===== src/rtl/mem_arbiter_if.sv =====
// mem_arbiter_if: bundle of every request, response and downstream bus signal
// around the memory arbiter.
//   IFU   : ifu_psel_i, ifu_paddr_i -> ifu_pready_o, ifu_prdata_o
//   LSU   : lsu_psel_i, lsu_pwrite_i, lsu_paddr_i, lsu_pwdata_i, lsu_pstrb_i
//           -> lsu_pready_o, lsu_prdata_o, lsu_pslverr_o
//   MEM   : mem_psel_o, mem_penable_o, mem_pwrite_o, mem_paddr_o,
//           mem_pwdata_o, mem_pstrb_o <- mem_pready_i, mem_prdata_i,
//           mem_pslverr_i
// Modports: slave  = the arbiter's view (sees *_i as inputs),
//           master = the surrounding environment's view.
interface mem_arbiter_if #(
  parameter int ADDR_WIDTH = 32,
  parameter int DATA_WIDTH = 32
);
  localparam int STRB_WIDTH = DATA_WIDTH / 8;

  logic                  ifu_psel_i;
  logic [ADDR_WIDTH-1:0] ifu_paddr_i;
  logic                  ifu_pready_o;
  logic [DATA_WIDTH-1:0] ifu_prdata_o;

  logic                  lsu_psel_i;
  logic                  lsu_pwrite_i;
  logic [ADDR_WIDTH-1:0] lsu_paddr_i;
  logic [DATA_WIDTH-1:0] lsu_pwdata_i;
  logic [STRB_WIDTH-1:0] lsu_pstrb_i;
  logic                  lsu_pready_o;
  logic [DATA_WIDTH-1:0] lsu_prdata_o;
  logic                  lsu_pslverr_o;

  logic                  mem_psel_o;
  logic                  mem_penable_o;
  logic                  mem_pwrite_o;
  logic [ADDR_WIDTH-1:0] mem_paddr_o;
  logic [DATA_WIDTH-1:0] mem_pwdata_o;
  logic [STRB_WIDTH-1:0] mem_pstrb_o;
  logic                  mem_pready_i;
  logic [DATA_WIDTH-1:0] mem_prdata_i;
  logic                  mem_pslverr_i;

  modport slave (
    input  ifu_psel_i, ifu_paddr_i,
    output ifu_pready_o, ifu_prdata_o,
    input  lsu_psel_i, lsu_pwrite_i, lsu_paddr_i, lsu_pwdata_i, lsu_pstrb_i,
    output lsu_pready_o, lsu_prdata_o, lsu_pslverr_o,
    output mem_psel_o, mem_penable_o, mem_pwrite_o, mem_paddr_o,
    output mem_pwdata_o, mem_pstrb_o,
    input  mem_pready_i, mem_prdata_i, mem_pslverr_i
  );

  modport master (
    output ifu_psel_i, ifu_paddr_i,
    input  ifu_pready_o, ifu_prdata_o,
    output lsu_psel_i, lsu_pwrite_i, lsu_paddr_i, lsu_pwdata_i, lsu_pstrb_i,
    input  lsu_pready_o, lsu_prdata_o, lsu_pslverr_o,
    input  mem_psel_o, mem_penable_o, mem_pwrite_o, mem_paddr_o,
    input  mem_pwdata_o, mem_pstrb_o,
    output mem_pready_i, mem_prdata_i, mem_pslverr_i
  );
endinterface


===== src/rtl/mem_arbiter.sv =====
// mem_arbiter: two-requester (IFU fetch, LSU load/store) arbiter in front of
// a single APB-style memory port. Each grant runs IDLE -> SETUP -> ACCESS and
// always returns to IDLE, where the next arbitration happens.
// Ports:
//   clock  - clock, all state updates on the rising edge
//   reset  - synchronous, active-high; aborts any transaction in flight
//   bus    - mem_arbiter_if.slave carrying IFU, LSU and memory signals
// Build option:
//   ARB_ROUND_ROBIN_EN undefined : fixed priority, LSU wins a tie
//   ARB_ROUND_ROBIN_EN defined   : a tie goes to the requester not granted
//                                  last (tracked in last_grant_r)
// Observable internals: state_r, grant_r (0=IFU, 1=LSU), grant_cnt_r.
module mem_arbiter #(
  parameter int ADDR_WIDTH = 32,
  parameter int DATA_WIDTH = 32
) (
  input logic          clock,
  input logic          reset,
  mem_arbiter_if.slave bus
);
  localparam int STRB_WIDTH = DATA_WIDTH / 8;

  typedef enum logic [1:0] {
    IDLE   = 2'd0,
    SETUP  = 2'd1,
    ACCESS = 2'd2
  } state_t;

  state_t                state_r;
  state_t                state_nxt;
  logic                  grant_r;
  logic [31:0]           grant_cnt_r;

  logic                  mem_pwrite_r;
  logic [ADDR_WIDTH-1:0] mem_paddr_r;
  logic [DATA_WIDTH-1:0] mem_pwdata_r;
  logic [STRB_WIDTH-1:0] mem_pstrb_r;

  logic                  any_req;
  logic                  win_lsu;
  logic                  start;
  logic                  psel;
  logic                  penable;
  logic                  ifu_pready;
  logic                  lsu_pready;

  assign any_req = bus.ifu_psel_i | bus.lsu_psel_i;
  assign start   = (state_r == IDLE) && any_req;

`ifdef ARB_ROUND_ROBIN_EN
  logic last_grant_r;

  // On a tie the LSU wins only if the IFU was granted last; a lone
  // requester wins no matter what last_grant_r says.
  assign win_lsu = bus.lsu_psel_i & (~bus.ifu_psel_i | ~last_grant_r);

  always_ff @(posedge clock) begin
    if (reset) begin
      last_grant_r <= 1'b0;
    end else if (start) begin
      last_grant_r <= win_lsu;
    end
  end
`else
  assign win_lsu = bus.lsu_psel_i;
`endif

  // State register
  always_ff @(posedge clock) begin
    if (reset) begin
      state_r <= IDLE;
    end else begin
      state_r <= state_nxt;
    end
  end

  // Next state and bus/handshake decode
  always_comb begin
    state_nxt  = state_r;
    psel       = 1'b0;
    penable    = 1'b0;
    ifu_pready = 1'b0;
    lsu_pready = 1'b0;
    case (state_r)
      IDLE: begin
        if (any_req) begin
          state_nxt = SETUP;
        end
      end
      SETUP: begin
        psel      = 1'b1;
        state_nxt = ACCESS;
      end
      ACCESS: begin
        psel    = 1'b1;
        penable = 1'b1;
        if (bus.mem_pready_i) begin
          state_nxt = IDLE;
          // A reset in the completing cycle aborts: no pulse escapes.
          if (!reset) begin
            lsu_pready = grant_r;
            ifu_pready = ~grant_r;
          end
        end
      end
      default: begin
        state_nxt = IDLE;
      end
    endcase
  end

  // Request capture: the winner's fields are frozen here until the next IDLE
  always_ff @(posedge clock) begin
    if (reset) begin
      grant_r      <= 1'b0;
      grant_cnt_r  <= 32'd0;
      mem_pwrite_r <= 1'b0;
      mem_paddr_r  <= '0;
      mem_pwdata_r <= '0;
      mem_pstrb_r  <= '0;
    end else if (start) begin
      grant_r      <= win_lsu;
      grant_cnt_r  <= grant_cnt_r + 32'd1;
      mem_pwrite_r <= win_lsu & bus.lsu_pwrite_i;
      mem_paddr_r  <= win_lsu ? bus.lsu_paddr_i  : bus.ifu_paddr_i;
      mem_pwdata_r <= win_lsu ? bus.lsu_pwdata_i : '0;
      mem_pstrb_r  <= win_lsu ? bus.lsu_pstrb_i  : '0;
    end
  end

  assign bus.mem_psel_o    = psel;
  assign bus.mem_penable_o = penable;
  assign bus.mem_pwrite_o  = mem_pwrite_r;
  assign bus.mem_paddr_o   = mem_paddr_r;
  assign bus.mem_pwdata_o  = mem_pwdata_r;
  assign bus.mem_pstrb_o   = mem_pstrb_r;

  // Response data is forced to zero except during the owner's pulse.
  assign bus.ifu_pready_o  = ifu_pready;
  assign bus.ifu_prdata_o  = ifu_pready ? bus.mem_prdata_i : '0;
  assign bus.lsu_pready_o  = lsu_pready;
  assign bus.lsu_prdata_o  = lsu_pready ? bus.mem_prdata_i : '0;
  assign bus.lsu_pslverr_o = lsu_pready & bus.mem_pslverr_i;
endmodule


===== src/flat_wrapper.sv =====
// flat-port wrapper written by rule: the top's interface ports become plain ports
module mem_arbiter_flat 
#(
  parameter int ADDR_WIDTH = 32,
  parameter int DATA_WIDTH = 32
)
  (clock, reset, bus_ifu_psel_i, bus_ifu_paddr_i, bus_ifu_pready_o, bus_ifu_prdata_o, bus_lsu_psel_i, bus_lsu_pwrite_i, bus_lsu_paddr_i, bus_lsu_pwdata_i, bus_lsu_pstrb_i, bus_lsu_pready_o, bus_lsu_prdata_o, bus_lsu_pslverr_o, bus_mem_psel_o, bus_mem_penable_o, bus_mem_pwrite_o, bus_mem_paddr_o, bus_mem_pwdata_o, bus_mem_pstrb_o, bus_mem_pready_i, bus_mem_prdata_i, bus_mem_pslverr_i);
  mem_arbiter_if #(.ADDR_WIDTH(ADDR_WIDTH), .DATA_WIDTH(DATA_WIDTH)) bus_i ();
  input logic clock;
  input logic reset;
  input wire logic [$bits(bus_i.ifu_psel_i)-1:0] bus_ifu_psel_i;
  input wire logic [$bits(bus_i.ifu_paddr_i)-1:0] bus_ifu_paddr_i;
  output wire logic [$bits(bus_i.ifu_pready_o)-1:0] bus_ifu_pready_o;
  output wire logic [$bits(bus_i.ifu_prdata_o)-1:0] bus_ifu_prdata_o;
  input wire logic [$bits(bus_i.lsu_psel_i)-1:0] bus_lsu_psel_i;
  input wire logic [$bits(bus_i.lsu_pwrite_i)-1:0] bus_lsu_pwrite_i;
  input wire logic [$bits(bus_i.lsu_paddr_i)-1:0] bus_lsu_paddr_i;
  input wire logic [$bits(bus_i.lsu_pwdata_i)-1:0] bus_lsu_pwdata_i;
  input wire logic [$bits(bus_i.lsu_pstrb_i)-1:0] bus_lsu_pstrb_i;
  output wire logic [$bits(bus_i.lsu_pready_o)-1:0] bus_lsu_pready_o;
  output wire logic [$bits(bus_i.lsu_prdata_o)-1:0] bus_lsu_prdata_o;
  output wire logic [$bits(bus_i.lsu_pslverr_o)-1:0] bus_lsu_pslverr_o;
  output wire logic [$bits(bus_i.mem_psel_o)-1:0] bus_mem_psel_o;
  output wire logic [$bits(bus_i.mem_penable_o)-1:0] bus_mem_penable_o;
  output wire logic [$bits(bus_i.mem_pwrite_o)-1:0] bus_mem_pwrite_o;
  output wire logic [$bits(bus_i.mem_paddr_o)-1:0] bus_mem_paddr_o;
  output wire logic [$bits(bus_i.mem_pwdata_o)-1:0] bus_mem_pwdata_o;
  output wire logic [$bits(bus_i.mem_pstrb_o)-1:0] bus_mem_pstrb_o;
  input wire logic [$bits(bus_i.mem_pready_i)-1:0] bus_mem_pready_i;
  input wire logic [$bits(bus_i.mem_prdata_i)-1:0] bus_mem_prdata_i;
  input wire logic [$bits(bus_i.mem_pslverr_i)-1:0] bus_mem_pslverr_i;
  assign bus_i.ifu_psel_i = bus_ifu_psel_i;
  assign bus_i.ifu_paddr_i = bus_ifu_paddr_i;
  assign bus_ifu_pready_o = bus_i.ifu_pready_o;
  assign bus_ifu_prdata_o = bus_i.ifu_prdata_o;
  assign bus_i.lsu_psel_i = bus_lsu_psel_i;
  assign bus_i.lsu_pwrite_i = bus_lsu_pwrite_i;
  assign bus_i.lsu_paddr_i = bus_lsu_paddr_i;
  assign bus_i.lsu_pwdata_i = bus_lsu_pwdata_i;
  assign bus_i.lsu_pstrb_i = bus_lsu_pstrb_i;
  assign bus_lsu_pready_o = bus_i.lsu_pready_o;
  assign bus_lsu_prdata_o = bus_i.lsu_prdata_o;
  assign bus_lsu_pslverr_o = bus_i.lsu_pslverr_o;
  assign bus_mem_psel_o = bus_i.mem_psel_o;
  assign bus_mem_penable_o = bus_i.mem_penable_o;
  assign bus_mem_pwrite_o = bus_i.mem_pwrite_o;
  assign bus_mem_paddr_o = bus_i.mem_paddr_o;
  assign bus_mem_pwdata_o = bus_i.mem_pwdata_o;
  assign bus_mem_pstrb_o = bus_i.mem_pstrb_o;
  assign bus_i.mem_pready_i = bus_mem_pready_i;
  assign bus_i.mem_prdata_i = bus_mem_prdata_i;
  assign bus_i.mem_pslverr_i = bus_mem_pslverr_i;
  mem_arbiter #(.ADDR_WIDTH(ADDR_WIDTH), .DATA_WIDTH(DATA_WIDTH)) u_core (.clock(clock), .reset(reset), .bus(bus_i));
endmodule

===== config.mk =====
export PLATFORM = sky130hd
export DESIGN_NAME = mem_arbiter_flat
export DESIGN_NICKNAME = d
export VERILOG_FILES = /design/src/rtl/mem_arbiter_if.sv /design/src/rtl/mem_arbiter.sv /design/src/flat_wrapper.sv
export SDC_FILE = /design/constraint.sdc
export NUM_CORES = 1
export LEC_CHECK = 0
export CAP_MARGIN = 15
export CORE_ASPECT_RATIO = 0.9
export CORE_MARGIN = 5
export CORE_UTILIZATION = 34
export DETAILED_ROUTE_END_ITERATION = 8
export PLACE_DENSITY = 0.92
export SYNTH_ARGS = -nofsm -noshare
export SYNTH_HDL_FRONTEND = slang
export SYNTH_SLANG_ARGS = --single-unit

===== constraint.sdc =====
create_clock -name clock -period 1.85 [get_ports clock]
set_input_delay 0.2775 -clock clock [delete_from_list [all_inputs] [get_ports clock]]
set_output_delay 0.2775 -clock clock [all_outputs]
set_load 0.02 [all_outputs]

; Word-level counts from Yosys, hierarchy flattened
; Cells that the tools add are included.
[op_classes]
n_bitwise = 4
n_reduce_logical = 4
eq_ne = 4
mux = 16
[ops]
columns = cell, count
row1 = 2-to-1 mux 32 bit, 4
row2 = 2-to-1 mux 1 bit, 8
row3 = case mux 2 bit (3 select lines), 1
row4 = 2-to-1 mux 2 bit, 2
row5 = 2-to-1 mux 4 bit, 1
row6 = bitwise AND 1 bit, 2
row7 = == test 2 x 1 -> 1 bit (second input constant), 1
row8 = == test 2 bit (second input constant), 1
row9 = zero test 2 bit, 1
row10 = inequality test 2 x 1 -> 1 bit (second input constant), 1
row11 = inequality test 2 bit (second input constant), 1
row12 = AND reduction 2 bit, 1
row13 = OR reduction 2 bit, 1
row14 = logical AND 1 bit, 1
row15 = NOT 1 bit, 1
row16 = OR 1 bit, 1
[totals]
out_inout_bits = 138
input_bits = 139
regBits = 72
wordCells = 34

; Logic depth before layout (Yosys ltp)
; Gate-level depths: netlist of the first run.
[depth]
ltp_word = 5
mapped_depth = 7
mapped_depth_nobuf = 5

; Least setup slack after synthesis of the first run
; Ideal clock, no wire load.
[synth_path]
path_type = register to output
startpoint = register u_core.state_r[0]
endpoint = output port bus_ifu_prdata_o[22]
slack_ns = -0.085
arrival_time_ns = 1.658
path_stages_with_launch = 7
cell_sequence = dfxtp_1 > inv_1 > ha_1 > nand2_1 > nor3_2 > clkbuf_1 > and2_1
[synth_via]
elab_chain_len = 3
[synth_rtl]
columns = item, line_no
row1 = start: declaration, mem_arbiter.sv:29  ; state_t state_r;
row2 = start signal: assignment, mem_arbiter.sv:73  ; state_r <= state_nxt;
row3 = == test 2 bit, mem_arbiter.sv:84  ; case (state_r)
row4 = 2-to-1 mux 1 bit, mem_arbiter.sv:84
row5 = net bus_ifu_pready_o, flat_wrapper.sv:13  ; output wire logic [$bits(bus_i.ifu_pready_o)-1:0] bus_ifu_pready_o;
row6 = 2-to-1 mux 32 bit, mem_arbiter.sv:140  ; assign bus.ifu_prdata_o = ifu_pready ? bus.mem_prdata_i : '0;
row7 = end: declaration, flat_wrapper.sv:14  ; output wire logic [$bits(bus_i.ifu_prdata_o)-1:0] bus_ifu_prdata_o;
; The timed path passes the listed nets, and every way through them passes these cells.

; Worst setup path in the final report of the first run
[layout_path]
startpoint = register u_core.state_r[0]
endpoint = output port bus_lsu_prdata_o[25]
[layout_via]
elab_chain_len = 3
[layout_rtl]
columns = item, line_no
row1 = == test 2 bit, mem_arbiter.sv:84
row2 = 2-to-1 mux 1 bit, mem_arbiter.sv:84
row3 = 2-to-1 mux 32 bit, mem_arbiter.sv:142  ; assign bus.lsu_prdata_o = lsu_pready ? bus.mem_prdata_i : '0;
row4 = end: declaration, flat_wrapper.sv:21  ; output wire logic [$bits(bus_i.lsu_prdata_o)-1:0] bus_lsu_prdata_o;
; No other way between the ends.

==> results.cfg, run 1 <==
[status]
status = finished, violations left
violations = setup timing

[setup_path]
cp-start-kind = flop
end_kind = output port
r2r-start = u_core.state_r[0]
arrival_ns = 1.70
rrSetupSlack_ns = 0.12
path_cells = inv_2 -> ha_4 -> nand2_4 -> nor3b_4 -> buf_6 -> buf_16 -> and2_1 -> buf_4
r2r_cells = 8
critPathTopFamily = buffers and inverters
reg2reg_to = u_core.bus.mem_paddr_o[24]
worstSetupPathType = flop to output port
slowest_delay_ns = 0.32
cp.depth = 8
cp_max_fo = 17
cp_slowest_cell = dfxtp_2
critical_path_buf_inv_count = 4
crit_required_ns = 1.57

[synth]
synth_warnings = 0
syn_area_per_cell_sq_um = 8.821
syn_area_sq_um = 3546
yosysUniqueCellTypes = 23
syn_nets = 544
ys_seq_area_share_pct = 40.65
synthCells = 402
ys_seq_elements = 72

[cts]
numCtsBuffers = 9
clk_path_buf_depth = 2
path_clk_slew_ns = 0.06
cts_tree = done
cts_hold_buf = 0
clockRootBuffer = clkbuf_16
cts.sinks = 72
cts-htree-levels = 3
insertion_delay_ns = 0.32

[drt]
wl_microns = 15200
first_pass_iters = 4
vias = 3992
routedWlPerCell_microns = 18.58
route.met2.wl_microns = 7550
drtAntennaViolNets = 0
wl_met3_microns = 1490
route.detailed.drc = 0
top_layer = met4
drt-met1-wl_microns = 5885
vias_per_cell = 4.880
drt_iter0_drc = 178

[grt]
grt_first_pass_wirelength_microns = 22200
grt_max_degree = 57
gr-total-overflow = 0
antenna_found_initial = 0
grt_pass1_vias = 4100
track_usage_pct = 21.86

[power]
p_leak_uw = 0.002961
ir_drop_v = 0.0005005
power_density_nw_per_um2 = 782.0

[sta]
grt_setup_unrepaired = true
max_freq_mhz = 504.4
min_period_ns = 1.982
tightest_slew_ns = 0.6886
fin_crit_sh_pct = 107.2
fin_ws_ns = -0.1325
finalHoldViolCount = 0
setup_violations = 59
maxSlewViolCount = 0
slew_headroom_pct = 54.10
hold_slack_ns = 0.3309
fin_skew_ns = 0.004869

[finish]
final_nets = 826
final_cells = 818
diodes = 0
drive_above_1_share_pct = 30.48
fillers = 716
area_growth_pct = 103.3

[placed_design]
place_ws_ns = -0.5124
dp.cells = 788
dp_hpwl_microns = 11050
numPortBuffers = 276
place.gp.congestion = 0.9267

[floorplanning]
fp-row-count = 35
ios = 277
coreArea_sq_um = 10200
die_w_microns = 117.6
initial_core_util_pct = 34.75
fp.dieH_microns = 106.9
die-area_sq_um = 12570

[min_path]
hold_path.class = input port to flop
whs_path_depth = 3
hold_path_end = u_core.grant_r
hold_start = reset

[job]
drv_cap = 0
tightest hold or removal path: cells and delay by family:
| kind | cells | cell delay (ns) |
|---|---|---|
| AOI/OAI and AO/OA | 1 | 0.04 |
| buffers and inverters | 2 | 0.29 |
flip-flops by register name (all words and copies together), names as in the netlist:
register	cells
u_core.bus.mem_paddr_o	32
u_core.bus.mem_pstrb_o	4
u_core.bus.mem_pwdata_o	32
u_core.bus.mem_pwrite_o	1
u_core.grant_r	1
u_core.state_r	2
cells in the mapped netlist (all sizes together):
cell | n | area share (%)
a21oi | 39 | 5.5
nor3b | 1 | 0.35
o21a | 1 | 0.21
nor2b | 1 | 0.18
nor3 | 1 | 0.28
o21ai | 1 | 0.25
ha | 3 | 1.1
inv | 2 | 0.21
clkbuf | 14 | 1.5
a211oi | 32 | 11
nor2 | 33 | 3.5
nand2 | 40 | 4.2
nand2b | 2 | 0.35
buf | 23 | 4.1
o31ai | 1 | 0.21
or3 | 1 | 0.18
dfxtp | 72 | 41
mux2i | 33 | 9.3
and2 | 65 | 11
nand3 | 37 | 5.2
metrics by stage:
stage                     TNS, ns  total power (uW)  area, sq um  utilization, %
after global routing       -10.12              5901         7209           70.66
after CTS                  -5.499              5669         7052           69.11
final                      -5.024              5638         7209           70.66
after floorplan                 0              2740         3550               -
after global placement     -31.09              3531         6462           63.34
after detailed placement   -30.45              3586         6462           63.34
worst max-delay path by stage:
stage	slack (ns)	to	start
floorplan	0.02	bus_lsu_prdata_o[10]	u_core.state_r[0]
global placement	-0.50	bus_lsu_prdata_o[21]	bus_mem_pready_i
detailed placement	-0.51	bus_lsu_prdata_o[6]	bus_mem_pready_i
CTS	-0.11	bus_lsu_prdata_o[9]	u_core.state_r[0]
global route	-0.23	bus_lsu_prdata_o[25]	u_core.state_r[0]
finish	-0.13	bus_lsu_prdata_o[25]	u_core.state_r[0]
area by class of cell:
type,instances,area (sq um),share of cell area (%)
clock inverters,5,102.6,1.423
well taps,129,161.4,2.239
multi-input cells,291,2069,28.71
flip-flops and latches,72,1444,20.03
inverters,2,7.507,0.1041
repair buffers,308,3172,44.00
clock buffers,11,252.7,3.506
cells in the final DEF (no fill, tap or decap), drive strengths merged, types with 2 or more instances in the layout:
master	count
nand2b	2
nand2	40
inv	2
a21oi	39
nand3	37
and2	65
clkdlybuf4s50	205
mux2i	33
dfxtp	72
clkbuf	13
ha	3
a211oi	32
bufinv	3
buf	100
nor2	33
per-layer routing:
layer	GRT usage [%]	vias up
met3	9.283	25
met4	5.815	0
met5	0	-
li1	-	1935
met1	25.47	1851
met2	37.04	181
kinds of logic after synthesis:
family	count (synthesis)	share of synthesized area, %
and+or+nand+nor	181	25.76
AOI/OAI and AO/OA	74	17.47
DFF	72	40.65
buffers and inverters	39	5.752
muxes	33	9.316
adders and majority gates	3	1.059
report_power, final:
group,internal [uW],total (uW),switching (uW)
Combinational,884,1770,889
Clock,1390,2030,647
Sequential,1730,1830,94.8
repair_timing:
| item | 4_1_cts | 5_1_grt |
|---|---|---|
| setup buffers | 5 | 5 |
| resized for setup | 430 | 51 |
| pin swaps | 4 | 16 |
| setup endpoints to repair | 69 | 68 |
| gates cloned | 2 | 4 |
Power figures use the tool's default switching activity.
==> run 2, diff against run 1 <==
Settings changed: CTS_CLUSTER_DIAMETER set to 30.
==> results of run 2 <==
The final DEF is identical to that of run 1; final timing and power are the same.
==> run 3, diff against run 2 <==
Settings changed: CORE_UTILIZATION 34 to 29, HOLD_SLACK_MARGIN set to 0.08, PLACE_DENSITY 0.92 to 0.82.
==> run 3 against run 2 <==
The run still ends with setup timing left. Critical path type unchanged. Critical path depth did not move. Critical endpoint is now bus_lsu_prdata_o[21]. Sequential power barely moved. Sequential share of layout area fell by 0.30 points.
==> results.cfg, run 3 (synthesized netlist as in run 1, its figures left out) <==
[status]
status = finished, violations left
violations = setup timing

[sta]
slew_headroom_pct = 34.89
maxSlewViolCount = 0
finalHoldViolCount = 0
min_period_ns = 1.964
fin_skew_ns = 0.005694
grt_setup_unrepaired = true
finalSetupTns_ns = -5.065
fin_ws_ns = -0.1140
fin_crit_sh_pct = 106.2
tightest_slew_ns = 0.9766
max_freq_mhz = 509.2
setup_violations = 66

[placed_design]
place_area_sq_um = 6529
dp_hpwl_microns = 10500
place.gp.congestion = 0.9440
numPortBuffers = 276

[floorplanning]
ios = 277
fp.dieH_microns = 114.9
initial_core_util_pct = 29.48
fp-row-count = 38
coreArea_sq_um = 12030
die-area_sq_um = 14540
die_w_microns = 126.6

[cts]
cts.sinks = 72
cts_hold_buf = 0
path_clk_slew_ns = 0.06
clk_path_buf_depth = 2
insertion_delay_ns = 0.32
cts-htree-levels = 3
cts_tree = done
numCtsBuffers = 9
clockRootBuffer = clkbuf_16

[grt]
grt_max_degree = 75
track_usage_pct = 18.40
grtUsageMet3_pct = 7.106
grt_first_pass_wirelength_microns = 21490
busiest_layer = met2
met1_usage_pct = 20.61
grtUsageMet2_pct = 32.93
grt_pass1_vias = 4089
gr-total-overflow = 0
antenna_found_initial = 1

[drt]
routedWlPerCell_microns = 17.41
first_pass_iters = 4
wl_microns = 14940
vias = 4025
drt_iter0_drc = 198
route.detailed.drc = 0
drtAntennaViolNets = 0
vias_per_cell = 4.691

[power]
p_leak_uw = 0.002988
power_density_nw_per_um2 = 761.6
ir_drop_v = 0.0006930

[finish]
final_area_sq_um = 7313
drive_above_1_share_pct = 30.27
final_cell_mix = 205 x clkdlybuf4s50_1, 71 x dfxtp_1, 65 x buf_6
final_nets = 834
area_growth_pct = 106.2
layout_commonest_cell = clkdlybuf4s50_1

[min_path]
hold_path.class = input port to flop

[setup_path]
cp_max_fo = 8
end_kind = output port
crit_required_ns = 1.57
arrival_ns = 1.69
worstSetupPathType = flop to output port
cp-start-kind = flop

[job]
drv_cap = 0
-- run 3: where the power goes --
group	internal (uW)	leakage (uW)	switching [uW]
logic	1030	0.00225	938
registers	1730	0.000594	96.9
clock network	1110	0.000148	656
total	3880	0.00299	1690
-- run 3: per-layer routing --
metal	share of wire (%)	up-vias
met1	39	1905
met5	0	-
met2	51	152
li1	-	1953
met3	8.9	15
met4	1.8	0
-- run 3: layout make-up --
cell class | instances | area (sq um)
clock buffers | 11 | 252.7
diodes | 1 | 2.502
multi-input cells | 291 | 2072
well taps | 160 | 200.2
repair buffers | 316 | 3281
fillers | 987 | 4716
inverters | 2 | 7.507
flip-flops and latches | 72 | 1443
clock inverters | 5 | 55.05
-- run 3: path summary, 6_finish.rpt --
kind                           start                     endpoint  slack (ns)  depth (start not counted)
min                   bus_lsu_psel_i  u_core.bus.mem_pwdata_o[16]        0.28                          3
max reg2reg        u_core.state_r[0]   u_core.bus.mem_pwdata_o[4]        0.15                         10
max                u_core.state_r[0]         bus_lsu_prdata_o[21]       -0.11                          8
min reg2reg  u_core.bus.mem_pwrite_o      u_core.bus.mem_pwrite_o        0.45                          2
-- run 3: critical path, stage by stage (launching register included) --
cell and delay, ns:
dfxtp_2 0.33, inv_2 0.07, ha_4 0.15, nand2_4 0.07, nor3b_4 0.18, buf_6 0.15
buf_6 0.15, and2_4 0.16, buf_6 0.11
-- run 3: repair_timing --
action,CTS,global route
pin swaps,8,11
setup endpoints to repair,69,101
gates resized for setup,415,56
cloned,3,6
hold endpoints to repair,0,0
setup buffers,8,11
-- run 3: metrics by stage --
| step | hold WS (ns) | worst slack [ns] | total power [uW] | cells | utilization (%) |
|---|---|---|---|---|---|
| global route | 0.2990 | -0.1888 | 5848 | 858 | 60.80 |
| floorplan | 0.4432 | 0.01973 | 2740 | 402 | - |
| detailed placement | 0.4462 | -0.5109 | 3615 | 819 | 54.28 |
| global placement | 0.4369 | -0.4271 | 3570 | 819 | 54.28 |
| finish | 0.2834 | -0.1140 | 5570 | 858 | 60.80 |
| CTS | 0.2631 | -0.1795 | 5437 | 846 | 58.80 |
